[src/rtl/xdsp_pkg.sv]
// ---------------------------------------------------------------------------
// xdsp_pkg
// Helpers shared by the signed DSP blocks:
//   clog2        - ceiling log2 usable in constant expressions
//   cnt_width    - width of a 0..len-1 counter (never less than 1 bit)
//   acc_width_ok - checks that an accumulator of bwid_acc bits holding the
//                  sum of len signed bwid_in-bit values cannot wrap
//   sat_max      - largest value of a signed number of the given width
//   sat_min      - smallest value of a signed number of the given width
//   round_const  - half-LSB addend for round-half-up before a right shift
// ---------------------------------------------------------------------------
package xdsp_pkg;

  function automatic int clog2(input int value);
    int result;
    int rest;
    result = 0;
    rest   = value - 1;
    while (rest > 0) begin
      result = result + 1;
      rest   = rest >> 1;
    end
    return result;
  endfunction

  function automatic int cnt_width(input int len);
    return (len > 1) ? clog2(len) : 1;
  endfunction

  function automatic bit acc_width_ok(input int bwid_in, input int bwid_acc,
                                      input int len);
    return (len >= 1) && (bwid_acc >= bwid_in + clog2(len));
  endfunction

  function automatic longint sat_max(input int width);
    return (longint'(1) << (width - 1)) - longint'(1);
  endfunction

  function automatic longint sat_min(input int width);
    return -(longint'(1) << (width - 1));
  endfunction

  // A zero shift means the value passes through untouched, so no addend.
  function automatic longint round_const(input int shift);
    return (shift == 0) ? longint'(0) : (longint'(1) << (shift - 1));
  endfunction

endpackage

[src/rtl/xround_sat.sv]
// ---------------------------------------------------------------------------
// xround_sat
// Two-stage round / shift / saturate pipeline placed behind an accumulator.
//   R stage: rnd = (iData + 2^(SHIFT-1)) >>> SHIFT, one bit wider than iData
//            so the rounding addend can never overflow.
//   S stage: clip rnd to the signed BWID_OUT range, flag clipping on oSat.
// Ports:
//   clk, rst        rising-edge clock, asynchronous active-high reset
//   iValid, iData   value to round (signed, BWID_IN bits) and its qualifier
//   oValid          one-cycle strobe, two clocks after iValid
//   oData, oSat     rounded/saturated result and clip flag, held between
//                   strobes
// ---------------------------------------------------------------------------
module xround_sat
  import xdsp_pkg::*;
#(
  parameter int BWID_IN  = 48,
  parameter int BWID_OUT = 16,
  parameter int SHIFT    = 16
) (
  input  logic                       clk,
  input  logic                       rst,
  input  logic                       iValid,
  input  logic signed [BWID_IN-1:0]  iData,
  output logic                       oValid,
  output logic signed [BWID_OUT-1:0] oData,
  output logic                       oSat
);

  localparam int W = BWID_IN + 1;

  localparam logic signed [W-1:0] RND_ADD = W'(round_const(SHIFT));
  localparam logic signed [W-1:0] OUT_MAX = W'(sat_max(BWID_OUT));
  localparam logic signed [W-1:0] OUT_MIN = W'(sat_min(BWID_OUT));

  generate
    if (BWID_OUT > W || SHIFT < 0 || SHIFT >= W) begin : g_bad_params
      $error("xround_sat: BWID_OUT or SHIFT out of range for BWID_IN");
    end
  endgenerate

  logic signed [W-1:0] ext;
  logic signed [W-1:0] biased;
  logic signed [W-1:0] rnd;
  logic                rnd_valid;
  logic                clip_hi;
  logic                clip_lo;

  assign ext     = {iData[BWID_IN-1], iData};
  assign biased  = ext + RND_ADD;
  assign clip_hi = (rnd > OUT_MAX);
  assign clip_lo = (rnd < OUT_MIN);

  // R stage: rnd only loads with a valid input so it keeps the last value.
  always_ff @(posedge clk or posedge rst) begin
    if (rst) begin
      rnd_valid <= 1'b0;
      rnd       <= '0;
    end else begin
      rnd_valid <= iValid;
      if (iValid) begin
        rnd <= biased >>> SHIFT;
      end
    end
  end

  // S stage: the strobe follows rnd_valid every cycle, data/flag only load
  // with it so they hold until the next result.
  always_ff @(posedge clk or posedge rst) begin
    if (rst) begin
      oValid <= 1'b0;
      oData  <= '0;
      oSat   <= 1'b0;
    end else begin
      oValid <= rnd_valid;
      if (rnd_valid) begin
        if (clip_hi) begin
          oData <= OUT_MAX[BWID_OUT-1:0];
          oSat  <= 1'b1;
        end else if (clip_lo) begin
          oData <= OUT_MIN[BWID_OUT-1:0];
          oSat  <= 1'b1;
        end else begin
          oData <= rnd[BWID_OUT-1:0];
          oSat  <= 1'b0;
        end
      end
    end
  end

endmodule

[src/rtl/xaccum_signed.sv]
// ---------------------------------------------------------------------------
// xaccum_signed
// Signed block accumulator behind the pipelined multiplier. Sums LEN
// qualified products, then rounds (half-up), right-shifts by SHIFT and
// saturates to BWID_OUT bits. One result per block, no backpressure, and a
// new block may start the cycle after the last sample of the previous one.
// Ports:
//   clk, rst   rising-edge clock, asynchronous active-high reset
//   iValid     iData qualifier
//   iData      signed product, BWID_IN bits
//   iClr       synchronous block restart, discards the partial sum; a sample
//              arriving with it becomes sample 0 of the new block
//   oValid     one-cycle strobe, three clocks after the final sample
//   oData      signed result, held until the next strobe
//   oSat       result was clipped, held with oData
//   oBusy      a partial block is in progress (sample count != 0)
// ---------------------------------------------------------------------------
module xaccum_signed
  import xdsp_pkg::*;
#(
  parameter int BWID_IN  = 33,
  parameter int BWID_ACC = 48,
  parameter int BWID_OUT = 16,
  parameter int SHIFT    = 16,
  parameter int LEN      = 64
) (
  input  logic                       clk,
  input  logic                       rst,
  input  logic                       iValid,
  input  logic signed [BWID_IN-1:0]  iData,
  input  logic                       iClr,
  output logic                       oValid,
  output logic signed [BWID_OUT-1:0] oData,
  output logic                       oSat,
  output logic                       oBusy
);

  localparam int            CW   = cnt_width(LEN);
  localparam logic [CW-1:0] LAST = CW'(LEN - 1);

  generate
    if (!acc_width_ok(BWID_IN, BWID_ACC, LEN)) begin : g_bad_acc
      $error("xaccum_signed: BWID_ACC too narrow for BWID_IN and LEN");
    end
  endgenerate

  logic [CW-1:0]              cnt;
  logic [CW-1:0]              cnt_base;
  logic [CW-1:0]              cnt_next;
  logic signed [BWID_ACC-1:0] acc;
  logic signed [BWID_ACC-1:0] sample;
  logic                       block_start;
  logic                       last_sample;
  logic                       dump;

  assign sample = BWID_ACC'(iData);

  // iClr makes the current sample position 0 regardless of cnt, so a sample
  // arriving with it is handled exactly like the first sample of a block.
  always_comb begin
    block_start = iClr | (cnt == '0);
    cnt_base    = iClr ? '0 : cnt;
    last_sample = iValid & (cnt_base == LAST);
    cnt_next    = cnt_base;
    if (iValid) begin
      cnt_next = last_sample ? '0 : cnt_base + CW'(1);
    end
  end

  // The first sample overwrites acc instead of adding, so no separate clear
  // cycle is needed between back-to-back blocks.
  always_ff @(posedge clk or posedge rst) begin
    if (rst) begin
      cnt   <= '0;
      acc   <= '0;
      dump  <= 1'b0;
      oBusy <= 1'b0;
    end else begin
      cnt   <= cnt_next;
      dump  <= last_sample;
      oBusy <= (cnt_next != '0);
      if (iValid) begin
        acc <= block_start ? sample : acc + sample;
      end
    end
  end

  // dump and acc are aligned: the R stage reads the finished sum on the same
  // edge that a following block may overwrite acc with its first sample.
  xround_sat #(
    .BWID_IN (BWID_ACC),
    .BWID_OUT(BWID_OUT),
    .SHIFT   (SHIFT)
  ) u_round_sat (
    .clk   (clk),
    .rst   (rst),
    .iValid(dump),
    .iData (acc),
    .oValid(oValid),
    .oData (oData),
    .oSat  (oSat)
  );

endmodule

[config.mk]
export PLATFORM = sky130hd
export DESIGN_NAME = xaccum_signed
export DESIGN_NICKNAME = d
export VERILOG_FILES = /design/src/rtl/xdsp_pkg.sv /design/src/rtl/xround_sat.sv /design/src/rtl/xaccum_signed.sv
export SDC_FILE = /design/constraint.sdc
export NUM_CORES = 1
export LEC_CHECK = 0
export CORE_UTILIZATION = 45
export DETAILED_ROUTE_END_ITERATION = 8
export GPL_ROUTABILITY_DRIVEN = 0
export GPL_TIMING_DRIVEN = 0
export SETUP_SLACK_MARGIN = 0.5
export SKIP_LAST_GASP = 1
export SLEW_MARGIN = 10
export SYNTH_ARGS = -nofsm -noshare
export SYNTH_HDL_FRONTEND = slang
export SYNTH_SLANG_ARGS = --single-unit
[constraint.sdc]
create_clock -name clk -period 3.96 [get_ports clk]
set_clock_uncertainty 0.1 [all_clocks]
set_input_delay 0.396 -clock clk [delete_from_list [all_inputs] [get_ports clk]]
set_output_delay 0.396 -clock clk [all_outputs]
set_load 0.01 [all_outputs]
* Yosys cells after proc, flatten, opt, wreduce, memory -nomap -nowiden
Cells that the tools add are included.
** Operators by class
- Add/sub/neg operators :: 3
- $lt $le $gt $ge :: 2
- Equality and inequality tests :: 1
- Muxes and demuxes :: 8
- Bitwise operators :: 2
- Reduce and logical (&&, ||, !) cells :: 2
** Operator list (count)
- 48-bit by 17-bit adder with 49-bit output, second input constant :: 1
- 48-bit by 33-bit adder with 48-bit output :: 1
- 48-bit 2-to-1 mux :: 1
- 33-bit by 16-bit > comparator with 1-bit output, second input constant :: 1
- 33-bit by 16-bit < comparator with 1-bit output, second input constant :: 1
- 16-bit 2-to-1 mux :: 2
- 6-bit 2-to-1 mux :: 3
- 6-bit by 1-bit adder with 6-bit output, second input constant :: 1
- 6-bit == test, second input constant :: 1
- 6-bit logical NOT :: 1
- 6-bit nonzero test :: 1
- 1-bit 2-to-1 mux :: 2
- 1-bit bitwise AND :: 1
- 1-bit OR :: 1
** Storage, ports and cells
- Bits in registers :: 108
- Input bits :: 37
- Output and inout port bits :: 19

* Logic depth before layout (Yosys ltp)
- Depth in word-level cells :: 6
- Mapped depth :: 13

* Modules after synthesis
Synthesis repeated with hierarchy kept, for this count alone.
** Unflattened totals
- Cell total of the unflattened synthesis :: 927
- Area total of the unflattened synthesis :: 7726.2 µm²
** By module, submodules not included
- xaccum_signed :: instances 1, cells an instance 628, area each 4904.7 µm²
- xround_sat :: instances 1, cells an instance 299, area each 2821.5 µm²

* Least setup slack after synthesis
No wires, ideal clock.
- Path type :: in2reg
- Start :: input iData[4]
- End :: register acc[47]
- Setup time :: 0.072 ns
- Data arrival time :: 2.734 ns
- Required time :: 3.788 ns
- Setup slack :: 1.053 ns
- Stages on the path :: 11
- Cell sequence :: ha_1 a21o_1 o21bai_2 o311ai_1 o211a_4 o211ai_2 a31oi_4 o31ai_2 a31oi_1 mux2_1 nor2_1
** On the way
- Cells in the longest elaborated chain, start to end :: 2
** RTL lines
- start, declared :: line xaccum_signed.sv:30 : input logic signed [BWID_IN-1:0] iData,
- 48-bit by 33-bit adder with 48-bit output :: line xaccum_signed.sv:83 : acc <= block_start ? sample : acc + sample;
- 48-bit 2-to-1 mux :: line xaccum_signed.sv:83
- end signal, assigned :: line xaccum_signed.sv:83
- end, declared :: line xaccum_signed.sv:50 : logic signed [BWID_ACC-1:0] acc;
No other way between the ends.
A chain may end at the register's enable or synchronous reset.

* Final worst setup path
Same ends and word-level chain as after synthesis.

==> flow_metrics.py <==
metrics = {
    "yosys": {
        "synth_largest_area_cell": "dfrtp_1",
        "synth_warnings": 0,
        "synthDistinctLibCells": 62,
        "synthFlopType": "dfrtp_1",
        "synthTopCellsByArea": "dfrtp_1 36%, a21oi_1 8.7%, ha_1 8.2%",
        "syn_inst": 889,
        "synth_edf_count": 0,
        "synth_nets": 976,
        "async_flop_share_pct": 100,
        "synth_seq_cells": 108,
        "yosysTopAreaCellShare_pct": 36.2,
        "postSynthAreaPerCell_um2": 8.39,
        "ys_seq_area_share_pct": 36.2,
        "netlist_area_um2": 7460,
    },
    "critical_path": {
        "r2r-start": "acc[4]",
        "cp_max_fo": 6,
        "crit_start": "iData[4]",
        "critPathArrivalTime_ps": 3490,
        "ff2ff_path_depth": 11,
        "end_kind": "flop",
        "worstSetupPathType": "input pin to flop",
        "cp.required_ps": 4150,
        "startpoint_type": "input pin",
    },
    "global_routing": {
        "grtUsageTotal_pct": 23.5,
        "grt_pass1_vias": 5966,
        "gr-usage-met1_pct": 34.7,
        "grt_overflow": 0,
        "grt.busiest_layer": "met2",
        "use_met2_pct": 36.1,
        "antenna_found_initial": 0,
        "grt_max_degree": 77,
        "grt_use_met3_pct": 2.89,
        "grt_pass1_wl_um": 31000,
    },
    "cells_and_area": {
        "drive_gt1_share_pct": 5.32,
        "diodes": 0,
        "utilization_pct": 53.6,
        "stdcell_area_um2": 8610,
        "area_growth_pct": 15.5,
        "layout.nets": 1041,
        "final_cell_count_no_fill": 1174,
    },
    "clock_network": {
        "cts_setup_buffers": 0,
        "cts.sinks": 108,
        "cts_hold_buf": 0,
        "numCtsBuffers": 9,
        "clock_path_buffers": 2,
        "tritoncts": "done",
        "clkTransAtPathRegs_ps": 70,
        "clkLatencyLatePin_ps": 360,
        "cts_root_buffer": "clkbuf_16",
        "htree_levels": 3,
        "post_cts_resized": 1,
    },
    "route": {
        "routedWlPerCell_um": 16.1,
        "vias": 6405,
        "routed_wl_um": 18900,
        "drc": 0,
        "drt_iter0_drc": 359,
        "antenna_left": 0,
        "first_pass_iters": 4,
        "vias_per_cell": 5.46,
    },
    "sta": {
        "layout_setup_ws_ps": 656,
        "finalSetupViolations": 0,
        "max_slew_margin_pct": 49.2,
        "finalHoldViolCount": 0,
        "rsz0062_at_grt": "true",
        "min_period_ps": 3300,
        "fin_setup_tns_ps": 0,
        "fmax_mhz": 303,
        "period_share_pct": 83.4,
        "slew_viol_final": 0,
        "worstMarginPinSlew_ps": 762,
    },
    "pwr": {
        "combPwrFrac_pct": 40.7,
        "pwr-share-clk_pct": 23.6,
        "seqPwrFrac_pct": 35.7,
        "power-per-cell-area_nw_per_um2": 437,
        "p_sw_mw": 1.45,
        "swShare_pct": 38.4,
        "vdd_drop_max_v": 0.000252,
        "internal-power_mw": 2.32,
        "p_leak_nw": 3.67,
    },
    "floorplan": {
        "io_pins": 56,
        "start_util_pct": 46.4,
        "core_area_um2": 16100,
        "chipWidth_um": 131,
        "num_rows": 46,
        "die-area_um2": 17100,
        "die_y_um": 131,
    },
    "hold_path": {
        "hold_path.class": "flop to flop",
        "hold_depth": 0,
        "hp-start": "u_round_sat.rnd_valid",
    },
    "placed_design": {
        "dp_hpwl_um": 14500,
        "port_buffers": 53,
        "post-place-ws_ps": -126,
        "post_dp_cell_area_um2": 8290,
        "dp_cells": 1159,
    },
    "outcome": {
        "status": "finished, final reports clean",
    },
    "run": {
        "cap_violations": 0,
    },
}
==> worst paths after layout <==
kind                                       end  slack, ps
setup / recovery                       acc[47]        660
hold / removal              u_round_sat.oValid        280
setup reg to reg                       acc[47]        770
hold reg to reg             u_round_sat.oValid        280
max in group asynchronous              acc[29]       2770
min in group asynchronous  u_round_sat.rnd[29]        300
==> layout make-up <==
cell class,instances,area (µm²)
multi-input combinational,704,4500
fill,1568,7450
clock buffer,11,253
sequential,108,2700
buffer,41,156
inverter,36,140
clock inverter,4,32.5
tap,216,270
timing repair buffer,54,553
==> sequential cells by signal, summed over array words and instances (netlist names) <==
signal / cells
acc: 48
oBusy: 1
cnt: 6
u_round_sat.rnd: 33
u_round_sat.oData: 16
u_round_sat.oSat: 1
u_round_sat.rnd_valid: 1
dump: 1
u_round_sat.oValid: 1
==> stage by stage <==
step	power (mW)	hold WS, ps
after detailed placement	2.86	272
after global placement	2.85	256
after CTS	3.77	288
final	3.77	283
after floorplan	2.49	252
after global routing	4.03	312
==> layer usage <==
metal,vias to the layer above,wire (µm),share of wire (%)
met5,-,0,0
met4,0,251,1.3
met3,15,501,2.7
met2,99,8210,43
met1,2996,9930,53
li1,3295,-,-
==> worst max-delay path, cell delays in order <==
cell and delay, ps:
clkdlybuf4s50_1 430, ha_1 370, a21o_1 210, o21bai_2 230, o311ai_2 260, o211a_4 270, o211ai_2 180, a31oi_4 280
o31ai_2 140, a31oi_2 270, mux2_1 340, nor2_1 100
==> power groups by stage <==
| stage | logic (mW) | clock network [mW] | registers [mW] |
|---|---|---|---|
| finish | 1.53 | 0.889 | 1.34 |
| global route | 1.71 | 0.954 | 1.36 |
| CTS | 1.51 | 0.915 | 1.34 |
| detailed placement | 1.50 | 0 | 1.36 |
| global placement | 1.49 | 0 | 1.36 |
| floorplan | 1.18 | 0 | 1.31 |
==> cell usage in the layout (no fill, tap or decap), types with 6 or more instances in the layout <==
cell type        synthesis  routed
nor2_1                 127     127
a21oi_1                130     127
dfrtp_1                108     107
nand2_1                 66      66
clkdlybuf4s50_1          0      52
ha_1                    49      49
xnor2_1                 44      44
clkbuf_1                37      37
inv_1                   36      35
xor2_1                  33      33
a21o_1                  29      29
o21ai_0                 24      24
nand3_1                 19      19
nand4_1                 16      16
and3_1                  16      16
o22ai_1                 16      16
a31oi_1                 14      13
nor3_1                  12      12
clkbuf_16                0       9
o21bai_1                 8       8
and4_1                   7       7
o221ai_1                 7       7
o21a_1                   6       6
==> logic make-up after synthesis <==
| group | after synthesis | synth area share [%] |
|---|---|---|
| flops | 108 | 36.2 |
| fa+ha+maj | 50 | 8.49 |
| mux | 4 | 0.604 |
| compound gates | 280 | 23.8 |
| simple gates | 293 | 17.9 |
| buf+inv | 77 | 3.91 |
| xor+xnor | 77 | 9.05 |
==> synth_stat cells (19+ instances only) <==
| cell | count |
|---|---|
| ha_1 | 49 |
| o21ai_0 | 24 |
| xor2_1 | 33 |
| a21o_1 | 29 |
| nand3_1 | 19 |
| nor2_1 | 127 |
| a21oi_1 | 130 |
| inv_1 | 36 |
| dfrtp_1 | 108 |
| clkbuf_1 | 37 |
| nand2_1 | 66 |
| xnor2_1 | 44 |
(Power assumes the default switching activity.)
